$ cat config.mk
export PLATFORM = sky130hd
export DESIGN_NAME = avl_memtest_flat
export DESIGN_NICKNAME = d
export VERILOG_FILES = /design/src/rtl/avl_memtest_if.sv /design/src/rtl/avl_memtest.sv /design/src/flat_wrapper.sv
export SDC_FILE = /design/constraint.sdc
export NUM_CORES = 1
export LEC_CHECK = 0
export CAP_MARGIN = 30
export CORE_ASPECT_RATIO = 0.7
export CORE_MARGIN = 4
export CORE_UTILIZATION = 40
export CTS_CLUSTER_SIZE = 12
export DETAILED_ROUTE_END_ITERATION = 6
export GPL_ROUTABILITY_DRIVEN = 0
export HOLD_SLACK_MARGIN = 0.06
export PLACE_DENSITY_LB_ADDON = 0.25
export SLEW_MARGIN = 10
export SYNTH_ARGS = -nofsm -noshare
export SYNTH_HDL_FRONTEND = slang
export SYNTH_SLANG_ARGS = --single-unit
export TNS_END_PERCENT = 5
$ cat constraint.sdc
create_clock -name i_clk -period 9.8 [get_ports i_clk]
set_input_delay 1.96 -clock i_clk [delete_from_list [all_inputs] [get_ports i_clk]]
set_output_delay 1.96 -clock i_clk [all_outputs]
set_load 0.01 [all_outputs]
$ cat src/rtl/avl_memtest_if.sv
// Avalon-MM single-beat initiator bus used by avl_memtest.
// The master modport is the tester side; the slave modport is the memory/controller side.
interface avl_memtest_if;
    logic        avl_ready;
    logic        avl_burstbegin;
    logic [25:0] avl_adr;
    logic [63:0] avl_dat;
    logic [7:0]  avl_be;
    logic        avl_wr_req;
    logic        avl_rdt_req;
    logic [2:0]  avl_size;
    logic [63:0] avl_rdt;
    logic        avl_rdt_valid;

    modport master (
        input  avl_ready, avl_rdt, avl_rdt_valid,
        output avl_burstbegin, avl_adr, avl_dat, avl_be, avl_wr_req, avl_rdt_req, avl_size
    );

    modport slave (
        output avl_ready, avl_rdt, avl_rdt_valid,
        input  avl_burstbegin, avl_adr, avl_dat, avl_be, avl_wr_req, avl_rdt_req, avl_size
    );
endinterface

$ cat src/rtl/avl_memtest.sv
// avl_memtest: LFSR write/read-back memory tester over an Avalon-MM initiator.
// Writes len words of {lfsr, ~lfsr} starting at base, reads them back with up to
// MAX_OUTST reads in flight, and counts mismatching responses.
// Optional macro AVL_MEMTEST_ERRLOG_EN: capture address/data of the first mismatch.
module avl_memtest #(
    parameter logic [31:0] SEED      = 32'hACE1_0001,
    parameter int unsigned MAX_OUTST = 4
) (
    input  logic          i_clk,
    input  logic          i_rst_n,
    input  logic          i_start,
    input  logic [25:0]   i_base,
    input  logic [15:0]   i_len,
    output logic          o_busy,
    output logic          o_done,
    output logic          o_pass,
    output logic [15:0]   o_err_cnt,
    input  logic          local_init_done,
    input  logic          local_cal_success,
    output logic [25:0]   o_first_err_adr,
    output logic [63:0]   o_first_err_dat,
    avl_memtest_if.master avl
);

    localparam logic [31:0] SEED_EFF  = (SEED == 32'd0) ? 32'd1 : SEED;
    localparam logic [31:0] LFSR_MASK = 32'h8020_0003;
    localparam logic [3:0]  OUTST_MAX = 4'(MAX_OUTST);

    typedef enum logic [2:0] {
        IDLE,
        WAIT_CAL,
        WRITE,
        READ,
        DRAIN,
        DONE
    } state_t;

    // Galois LFSR, shifted right; taps applied when the bit shifted out is 1.
    function automatic logic [31:0] lfsr_next(input logic [31:0] l);
        return {1'b0, l[31:1]} ^ (l[0] ? LFSR_MASK : 32'd0);
    endfunction

    function automatic logic [63:0] pat_word(input logic [31:0] l);
        return {l, ~l};
    endfunction

    state_t      state;
    logic [25:0] base_q;
    logic [15:0] len_q;
    logic [15:0] wr_cnt;
    logic [15:0] rd_cnt;
    logic [31:0] wr_lfsr;
    logic [31:0] exp_lfsr;
    logic [3:0]  outst;
    logic        wr_req;
    logic        rd_req;
    logic [25:0] adr;
    logic [63:0] dat;
    logic        busy;
    logic        done;
    logic        pass;
    logic [15:0] err_cnt;

    logic        wr_acc;
    logic        rd_acc;
    logic        rsp_vld;
    logic        rsp_mis;
    logic        start_go;
    logic [3:0]  outst_nxt;
    logic [15:0] err_nxt;
    logic [15:0] rd_cnt_nxt;

    assign wr_acc     = wr_req & avl.avl_ready;
    assign rd_acc     = rd_req & avl.avl_ready;
    // A response only counts while reads are in flight; stray ones are dropped.
    assign rsp_vld    = avl.avl_rdt_valid && (outst != 4'd0) &&
                        ((state == READ) || (state == DRAIN));
    assign rsp_mis    = rsp_vld && (avl.avl_rdt != pat_word(exp_lfsr));
    assign start_go   = i_start && ((state == IDLE) || (state == DONE));
    assign outst_nxt  = outst + 4'(rd_acc) - 4'(rsp_vld);
    assign err_nxt    = (rsp_mis && (err_cnt != 16'hFFFF)) ? err_cnt + 16'd1 : err_cnt;
    assign rd_cnt_nxt = rd_cnt + 16'(rd_acc);

    assign avl.avl_wr_req     = wr_req;
    assign avl.avl_rdt_req    = rd_req;
    assign avl.avl_burstbegin = wr_req | rd_req;
    assign avl.avl_adr        = adr;
    assign avl.avl_dat        = dat;
    assign avl.avl_be         = 8'hFF;
    assign avl.avl_size       = 3'd1;

    assign o_busy    = busy;
    assign o_done    = done;
    assign o_pass    = pass;
    assign o_err_cnt = err_cnt;

    // Test sequencer: run control, request generation, in-flight tracking and checking.
    // NOTE: all state here is updated with non-blocking assignments so every branch
    // sees the pre-edge values; the combinational *_nxt/acc terms carry same-cycle effects.
    always_ff @(posedge i_clk) begin
        if (!i_rst_n) begin
            state    <= IDLE;
            base_q   <= '0;
            len_q    <= '0;
            wr_cnt   <= '0;
            rd_cnt   <= '0;
            wr_lfsr  <= '0;
            exp_lfsr <= '0;
            outst    <= '0;
            wr_req   <= 1'b0;
            rd_req   <= 1'b0;
            adr      <= '0;
            dat      <= '0;
            busy     <= 1'b0;
            done     <= 1'b0;
            pass     <= 1'b0;
            err_cnt  <= '0;
        end else begin
            outst   <= outst_nxt;
            err_cnt <= err_nxt;
            if (rsp_vld) begin
                exp_lfsr <= lfsr_next(exp_lfsr);
            end

            case (state)
                IDLE, DONE: begin
                    if (i_start) begin
                        state   <= WAIT_CAL;
                        base_q  <= i_base;
                        len_q   <= i_len;
                        busy    <= 1'b1;
                        done    <= 1'b0;
                        pass    <= 1'b0;
                        err_cnt <= '0;
                        wr_lfsr <= SEED_EFF;
                    end
                end

                WAIT_CAL: begin
                    if (local_init_done) begin
                        if (!local_cal_success) begin
                            state <= DONE;
                            busy  <= 1'b0;
                            done  <= 1'b1;
                            pass  <= 1'b0;
                        end else if (len_q == 16'd0) begin
                            state <= DONE;
                            busy  <= 1'b0;
                            done  <= 1'b1;
                            pass  <= 1'b1;
                        end else begin
                            state  <= WRITE;
                            wr_req <= 1'b1;
                            adr    <= base_q;
                            dat    <= pat_word(wr_lfsr);
                            wr_cnt <= '0;
                        end
                    end
                end

                WRITE: begin
                    if (wr_acc) begin
                        wr_lfsr <= lfsr_next(wr_lfsr);
                        if (wr_cnt == len_q - 16'd1) begin
                            state    <= READ;
                            wr_req   <= 1'b0;
                            rd_cnt   <= '0;
                            exp_lfsr <= SEED_EFF;
                        end else begin
                            wr_cnt <= wr_cnt + 16'd1;
                            adr    <= adr + 26'd1;
                            dat    <= pat_word(lfsr_next(wr_lfsr));
                        end
                    end
                end

                READ: begin
                    rd_cnt <= rd_cnt_nxt;
                    if (rd_acc && (rd_cnt_nxt == len_q)) begin
                        state  <= DRAIN;
                        rd_req <= 1'b0;
                    end else if (!rd_req || avl.avl_ready) begin
                        // A stalled request holds; otherwise issue next if a slot is free.
                        rd_req <= (outst_nxt < OUTST_MAX);
                        adr    <= base_q + 26'(rd_cnt_nxt);
                    end
                end

                DRAIN: begin
                    if (outst_nxt == 4'd0) begin
                        state <= DONE;
                        busy  <= 1'b0;
                        done  <= 1'b1;
                        pass  <= (err_nxt == 16'd0);
                    end
                end

                default: state <= IDLE;
            endcase
        end
    end

`ifdef AVL_MEMTEST_ERRLOG_EN
    logic [15:0] rsp_idx;
    logic [25:0] first_err_adr;
    logic [63:0] first_err_dat;

    // First-mismatch log; the response index maps each read-back to its address.
    always_ff @(posedge i_clk) begin
        if (!i_rst_n) begin
            rsp_idx       <= '0;
            first_err_adr <= '0;
            first_err_dat <= '0;
        end else if (start_go) begin
            rsp_idx       <= '0;
            first_err_adr <= '0;
            first_err_dat <= '0;
        end else begin
            if (rsp_vld) begin
                rsp_idx <= rsp_idx + 16'd1;
            end
            if (rsp_mis && (err_cnt == 16'd0)) begin
                first_err_adr <= base_q + 26'(rsp_idx);
                first_err_dat <= avl.avl_rdt;
            end
        end
    end

    assign o_first_err_adr = first_err_adr;
    assign o_first_err_dat = first_err_dat;
`else
    assign o_first_err_adr = '0;
    assign o_first_err_dat = '0;
`endif

endmodule
$ cat src/flat_wrapper.sv
// flat-port wrapper written by rule: the top's interface ports become plain ports
module avl_memtest_flat 
#(
    parameter logic [31:0] SEED      = 32'hACE1_0001,
    parameter int unsigned MAX_OUTST = 4
)
  (i_clk, i_rst_n, i_start, i_base, i_len, o_busy, o_done, o_pass, o_err_cnt, local_init_done, local_cal_success, o_first_err_adr, o_first_err_dat, avl_avl_ready, avl_avl_rdt, avl_avl_rdt_valid, avl_avl_burstbegin, avl_avl_adr, avl_avl_dat, avl_avl_be, avl_avl_wr_req, avl_avl_rdt_req, avl_avl_size);
  avl_memtest_if avl_i ();
  input  logic i_clk;
  input  logic i_rst_n;
  input  logic i_start;
  input  logic [25:0] i_base;
  input  logic [15:0] i_len;
  output logic o_busy;
  output logic o_done;
  output logic o_pass;
  output logic [15:0] o_err_cnt;
  input  logic local_init_done;
  input  logic local_cal_success;
  output logic [25:0] o_first_err_adr;
  output logic [63:0] o_first_err_dat;
  input wire logic [$bits(avl_i.avl_ready)-1:0] avl_avl_ready;
  input wire logic [$bits(avl_i.avl_rdt)-1:0] avl_avl_rdt;
  input wire logic [$bits(avl_i.avl_rdt_valid)-1:0] avl_avl_rdt_valid;
  output wire logic [$bits(avl_i.avl_burstbegin)-1:0] avl_avl_burstbegin;
  output wire logic [$bits(avl_i.avl_adr)-1:0] avl_avl_adr;
  output wire logic [$bits(avl_i.avl_dat)-1:0] avl_avl_dat;
  output wire logic [$bits(avl_i.avl_be)-1:0] avl_avl_be;
  output wire logic [$bits(avl_i.avl_wr_req)-1:0] avl_avl_wr_req;
  output wire logic [$bits(avl_i.avl_rdt_req)-1:0] avl_avl_rdt_req;
  output wire logic [$bits(avl_i.avl_size)-1:0] avl_avl_size;
  assign avl_i.avl_ready = avl_avl_ready;
  assign avl_i.avl_rdt = avl_avl_rdt;
  assign avl_i.avl_rdt_valid = avl_avl_rdt_valid;
  assign avl_avl_burstbegin = avl_i.avl_burstbegin;
  assign avl_avl_adr = avl_i.avl_adr;
  assign avl_avl_dat = avl_i.avl_dat;
  assign avl_avl_be = avl_i.avl_be;
  assign avl_avl_wr_req = avl_i.avl_wr_req;
  assign avl_avl_rdt_req = avl_i.avl_rdt_req;
  assign avl_avl_size = avl_i.avl_size;
  avl_memtest #(.SEED(SEED), .MAX_OUTST(MAX_OUTST)) u_core (.i_clk(i_clk), .i_rst_n(i_rst_n), .i_start(i_start), .i_base(i_base), .i_len(i_len), .o_busy(o_busy), .o_done(o_done), .o_pass(o_pass), .o_err_cnt(o_err_cnt), .local_init_done(local_init_done), .local_cal_success(local_cal_success), .o_first_err_adr(o_first_err_adr), .o_first_err_dat(o_first_err_dat), .avl(avl_i));
endmodule
; Word-level counts from Yosys, hierarchy flattened
; Index checks and enable logic that the tools add are counted.
[op_classes]
addsub = 8
magnitude_cmp = 1
eq_ne = 21
mux = 68
bitwise_logic = 8
n_reduce_logical = 29
[ops]
columns = op, count
row1 = $mux W64, 5
row2 = $mux W32, 8
row3 = $mux W26, 7
row4 = $mux W16, 10
row5 = $pmux W64 S2, 1
row6 = $not A32 Y32, 3
row7 = $pmux W26 S3, 1
row8 = $ne A64 B64 Y1, 1
row9 = $pmux W16 S2, 2
row10 = $pmux W32 S2, 1
row11 = $xor A31 B32 Y32, 2
row12 = $add A16 B1 Y16 const B, 2
row13 = $eq A16 B16 Y1, 2
row14 = $logic_not A16 Y1, 2
row15 = $add A26 B1 Y26 const B, 1
row16 = $add A26 B16 Y26, 1
row17 = $mux W3, 8
row18 = $mux W1, 20
row19 = $ne A2 B2 Y1 const B, 9
row20 = $reduce_and A6 Y1, 3
row21 = $add A16 B1 Y16, 1
row22 = $ne A16 B16 Y1 const B, 1
row23 = $sub A16 B1 Y16 const B, 1
row24 = $pmux W3 S5, 1
row25 = 25 further kinds, 42
[word_totals]
regBits = 256
in_bits = 113
out_inout_bits = 213
wordCells = 151

; Longest topological paths before layout
[depth]
depth_word = 9
depth_mapped = 18
ltp_nobuf = 17

; Worst setup path after synthesis
; OpenSTA, ideal clock, no wires.
[synth_timing]
kind = input to register
from = in avl_avl_ready
to = reg u_core.adr[22], in the netlist u_core.avl.avl_adr[22]
setup_ps = 133
arrival_time_ps = 5438
t_required_ps = 9667
slack_ps = 4230
stages = 15
path_buffers = 0
path_cell_list = and2_1 > ha_1 > nand4_1 > or2_2 > xnor2_1 > ha_1 > a21o_1 > a22o_1 > or4_1 > o221ai_1 > o21ai_1 > nand3_1 > mux2_2 > a221oi_1 > a21oi_1
[synth_between]
elab_chain_cells = 6
word_cells_on_any_way = 14
cone_classes = add/sub: 2 / eq/ne: 4 / mux: 3 / bitwise: 2 / reduce/logical: 3
[synth_rtl]
columns = element, line_no
row1 = start: declaration, flat_wrapper.sv:22  ; input wire logic [$bits(avl_i.avl_ready)-1:0] avl_avl_ready;
row2 = $and A1 B1 Y1, avl_memtest.sv:74  ; assign rd_acc = rd_req & avl.avl_ready;
row3 = $add A16 B1 Y16, avl_memtest.sv:82  ; assign rd_cnt_nxt = rd_cnt + 16'(rd_acc);
row4 = $add A26 B16 Y26 / $eq A16 B16 Y1 (equally long branches), "avl_memtest.sv:185, avl_memtest.sv:179"
row5 = $mux W26 / $logic_and A1 B1 Y1 (equally long branches), "avl_memtest.sv:182, avl_memtest.sv:179"
row6 = $mux W26 / $ne A2 B2 Y1 (equally long branches), -
row7 = $pmux W26 S3 / $reduce_and A8 Y1 (equally long branches), -
row8 = end signal: assignment, avl_memtest.sv:154  ; adr <= base_q;
row9 = end signal: assignment, avl_memtest.sv:171  ; adr <= adr + 26'd1;
row10 = end signal: assignment, avl_memtest.sv:185  ; adr <= base_q + 26'(rd_cnt_nxt);
row11 = end: declaration, avl_memtest.sv:57  ; logic [25:0] adr;
; Several ways; a longest one is shown, not always the timed one. The select of a mux whose other input is x is not followed.
; A chain may end at the register's enable or synchronous reset.

; Final worst setup path
[layout_timing]
from = in avl_avl_rdt_valid
to = reg u_core.pass, in the netlist u_core.o_pass
[layout_between]
elab_chain_cells = 8
word_cells_on_any_way = 12
cone_classes = add/sub: 1 / eq/ne: 1 / mux: 3 / reduce/logical: 7
[layout_rtl]
columns = element, line_no
row1 = start: declaration, flat_wrapper.sv:24  ; input wire logic [$bits(avl_i.avl_rdt_valid)-1:0] avl_avl_rdt_valid;
row2 = $logic_and A1 B1 Y1 (*) (2 in a row), avl_memtest.sv:76  ; assign rsp_vld = avl.avl_rdt_valid && (outst != 4'd0) &&
row3 = "parallel branches: the longest is 6 deep, another holds $sub A4 B1 Y4", -
row4 = end signal: assignment, avl_memtest.sv:194  ; pass <= (err_nxt == 16'd0);
row5 = end: declaration, avl_memtest.sv:61  ; logic pass;
; Mark *: on every way between the ends. The select of a mux whose other input is x is not followed.

==> implementation parameters <==
Parameter                              Value

Detailed routing
  DRT iter0 DRCs ... 1079
  Vias per cell ... between 5 and 6
  Final wirelength ... 45300 um
  Average wire per cell in the routed design ... ~18 um
  Number of DRC violations after detailed routing ... 2
  Count of vias placed by the detailed router ... 13800
  Count of nets left with antenna violations after detail routing ... 0
  1st-pass router iterations ... 7

Timing
  Worst rel slew slack ... around a third
  Maximum achievable frequency ... about 160 MHz
  Number of hold violations in the final report ... 0
  Final worst slack ... roughly 3400 ps
  Setup violation total in the final timing report ... 0
  Pin slew with the least headroom to its limit ... 989 ps
  Accumulated negative setup slack ... 0 ps
  Final setup skew ... between 7 and 8 ps
  Final clock period utilization by the worst path ... roughly two thirds
  Unrepaired setup endpoints after global routing ... no
  Fin crit period ... about 6400 ps
  Max-slew violation count ... 0

Synthesis
  Ranking of synthesized cells by area ... sky130_fd_sc_hd__dfxtp_1 (35%), sky130_fd_sc_hd__nand2_1 (8.1%), sky130_fd_sc_hd__a21oi_1 (6.8%)
  Most frequent cell after synthesis ... sky130_fd_sc_hd__nand2_1
  Predominant post-synthesis flop cell ... sky130_fd_sc_hd__dfxtp_1
  Leading post-synthesis cells by instance count ... sky130_fd_sc_hd__nand2_1 (316), sky130_fd_sc_hd__dfxtp_1 (256), sky130_fd_sc_hd__a21oi_1 (198)
  Proportion of synthesized chip area in sequential cells ... a little over a third
  Number of instances in the synthesized netlist ... 1879
  Avg Inst Size Synth ... between 7 and 8 um^2
  Cell taking the most area after synthesis ... sky130_fd_sc_hd__dfxtp_1
  Number of synthesized flops with an enable pin ... 0
  Yosys warning count ... 0
  Fraction of registers with async set or reset after synthesis ... 0%
  Synth unique cells ... between 80 and 90
  Area share of the largest cell type after synthesis ... between 30% and 40%
  Cell Area, Synth ... ~15000 um^2
  Flops & latches, synth ... between 200 and 300

Floorplanning
  Core footprint ... 36100 um^2
  Initial standard-cell utilization of the core ... between 40 and 50%
  Area of the die ... between 30000 and 40000 um^2
  Die Y ... ~170 um
  Die boundary width ... ~240 um
  I/O Pins ... about 330
  Placement row count ... 58

Global route
  Overflow after GRT ... 0
  First-pass GRT wire length ... 70600 um
  Maximum number of pins on one net before global-route repair ... between 80 and 90
  Total track usage ... between 20 and 25%
  Number of antenna violations at the first check in global routing ... 1
  Via count of the first global-routing pass ... roughly 13000

Clock tree
  Count of hold buffers inserted by post-cts repair ... 0
  Clock-pin transition on the worst setup and hold timing paths ... approximately 60 ps
  CTS-repair resized insts ... 0
  Setup fix buffers added after clock tree synthesis ... 0
  Total number of H-tree levels ... 1
  Clk sinks ... 256
  Root Driver ... sky130_fd_sc_hd__clkbuf_16
  Largest buffer count on any clock path ... 3
  Clock tree from TritonCTS ... yes
  Number of buffers created by CTS ... 28
  Worst-Skew Late Latency ... about 560 ps

Pwr
  Leakage power summed over all cells ... 6.74 nW
  Power density normalized to cell area ... between 150 and 200 nW/um^2
  IR Drop Worst-Case VDD ... 0.000135 V
  Total power ... between 0.002 and 0.003 W

Placement
  DP Worst Slack ... roughly 3000 ps
  Placed Cells ... ~2500
  Port Buffer Count ... between 200 and 250
  Sum of net half-perimeters after detailed placement ... roughly 32000 um
  Placed inst area ... ~17000 um^2

Layout
  Net count, final ... 2163
  Summed area of non-filler cells in the final layout ... 17600 um^2
  Area Overhead vs Synth ... 20.3%
  Fin cells ... 2516
  Fraction of final layout cells sized beyond drive strength 1 ... under 10%

Setup path
  Highest net fanout along the worst path ... 34
  Slowest stage cell, crit path ... sky130_fd_sc_hd__clkinv_1
  Data arrival, critical path ... ~6800 ps
  Largest stage delay on the critical path ... between 700 and 800 ps
  Class of the most critical setup path ... in2reg
  Endpoint required time on the critical path ... around 10000 ps
  Endpoint class of the critical path ... flip-flop
  Critical path startpoint category ... primary input
  Ordered list of cells on the worst path ... clkdlybuf4s50_1 -> o211ai_1 -> buf_4 -> clkinv_1 -> ha_1 -> inv_1 -> ha_1 -> inv_1 -> fa_1 -> nand2_1 -> o311a_1 -> or3_1 -> nor4_1 -> o2111ai_1 -> o41ai_1

Job
  Maximum Capacitance Violations ... 0

Worst hold path
  Class of the tightest hold or removal check ... reg2reg

Outcome
  Status ... finished with violations
  Failing checks ... DRC
==> registers in the layout, summed over array words and instances, names as in the netlist, 3 cells and up <==
| register | flops |
|---|---|
| u_core.avl.avl_dat | 64 |
| u_core.exp_lfsr | 32 |
| u_core.wr_lfsr | 32 |
| u_core.avl.avl_adr | 26 |
| u_core.base_q | 26 |
| u_core.len_q | 16 |
| u_core.o_err_cnt | 16 |
| u_core.rd_cnt | 16 |
| u_core.wr_cnt | 16 |
| u_core.outst | 4 |
| u_core.state | 3 |
==> final timing paths <==
path / depth (start not counted) / to / slack [ps] / startpoint
hold reg to reg: 2 / u_core.avl.avl_dat[6]$_SDFFE_PN0P_ / 460 / u_core.avl.avl_dat[6]$_SDFFE_PN0P_
setup / recovery: 15 / u_core.o_pass$_SDFFE_PN0P_ / 3450 / avl_avl_rdt_valid
hold / removal: 2 / u_core.avl.avl_dat[6]$_SDFFE_PN0P_ / 460 / u_core.avl.avl_dat[6]$_SDFFE_PN0P_
setup reg to reg: 17 / u_core.o_pass$_SDFFE_PN0P_ / 3900 / u_core.state[2]$_SDFFE_PN0P_
==> power by group <==
part	internal, W	switching [W]	total (W)
sequential	0.00111	0.0000885	0.00120
clock	0.000595	0.000440	0.00104
combinational	0.000257	0.000347	0.000604
total	0.00196	0.000876	0.00284
==> cells by family (layout without fill, tap and decap cells) <==
family | after synthesis | after routing | share of synthesized area (%)
compound gates | 464 | 464 | 20.2
xor+xnor | 136 | 136 | 8.21
fa+ha+maj | 29 | 29 | 2.58
buf+inv | 257 | 314 | 9.56
flops | 256 | 256 | 34.9
mux | 16 | 16 | 1.18
other cells | 2 | 102 | 0.0512
simple gates | 719 | 719 | 23.3
==> worst max-delay path: cells and delay by family <==
| family | cells | cell delay (ps) |
|---|---|---|
| buffers and inverters | 5 | 1660 |
| adders and majority gates | 3 | 1300 |
| AOI/OAI and AO/OA | 4 | 970 |
| and+or+nand+nor | 3 | 900 |
==> cells in the final DEF, fill, tap and decap left out, types with 7 or more instances in the layout <==
cell and instances:
sky130_fd_sc_hd__buf_4 18, sky130_fd_sc_hd__a21o_1 8, sky130_fd_sc_hd__o21ai_0 65, sky130_fd_sc_hd__dfxtp_1 256, sky130_fd_sc_hd__a211oi_1 22, sky130_fd_sc_hd__nor3_1 35
sky130_fd_sc_hd__a221oi_1 8, sky130_fd_sc_hd__nor4_1 16, sky130_fd_sc_hd__a21oi_1 198, sky130_fd_sc_hd__o211a_1 33, sky130_fd_sc_hd__o221ai_1 12, sky130_fd_sc_hd__a31oi_1 19
sky130_fd_sc_hd__nand3_1 85, sky130_fd_sc_hd__clkbuf_16 28, sky130_fd_sc_hd__nand2b_1 19, sky130_fd_sc_hd__o21a_1 8, sky130_fd_sc_hd__inv_1 24, sky130_fd_sc_hd__nand4_1 31
sky130_fd_sc_hd__o31ai_1 9, sky130_fd_sc_hd__and2_1 13, sky130_fd_sc_hd__nor2b_1 12, sky130_fd_sc_hd__o211ai_1 10, sky130_fd_sc_hd__o22ai_1 17, sky130_fd_sc_hd__and3_1 27
sky130_fd_sc_hd__a22oi_1 8, sky130_fd_sc_hd__ha_1 27, sky130_fd_sc_hd__nor2_1 101, sky130_fd_sc_hd__xor2_1 55, sky130_fd_sc_hd__nand2_1 316, sky130_fd_sc_hd__mux2_2 10
sky130_fd_sc_hd__xnor2_1 80, sky130_fd_sc_hd__clkdlybuf4s50_1 223, sky130_fd_sc_hd__or3_1 22, sky130_fd_sc_hd__conb_1 101, sky130_fd_sc_hd__or2_2 7
==> final cells by class <==
type,count,area [um^2]
Clock buffer,35,757
Clock inverter,9,115
Multi-Input combinational cell,1465,8550
Tap cell,480,601
Fill cell,3489,18400
Sequential cell,256,5120
Timing Repair Buffer,243,2390
Antenna cell,1,2.50
Inverter,27,104
==> through the flow <==
step	utilization (%)	hold slack [ps]
after floorplan	-	443
after global placement	46.4	442
after detailed placement	46.5	450
after CTS	48.9	459
after global routing	48.9	478
final	48.9	457
==> per-layer routing <==
layer	global-route usage, %	up-vias	wire, um
met5	0	-	0
met4	5.33	0	1050
met3	4.44	60	3080
met2	32.6	456	19700
met1	31.0	6588	21500
li1	-	6696	-
No activity file was read; power rests on OpenSTA's default activity.
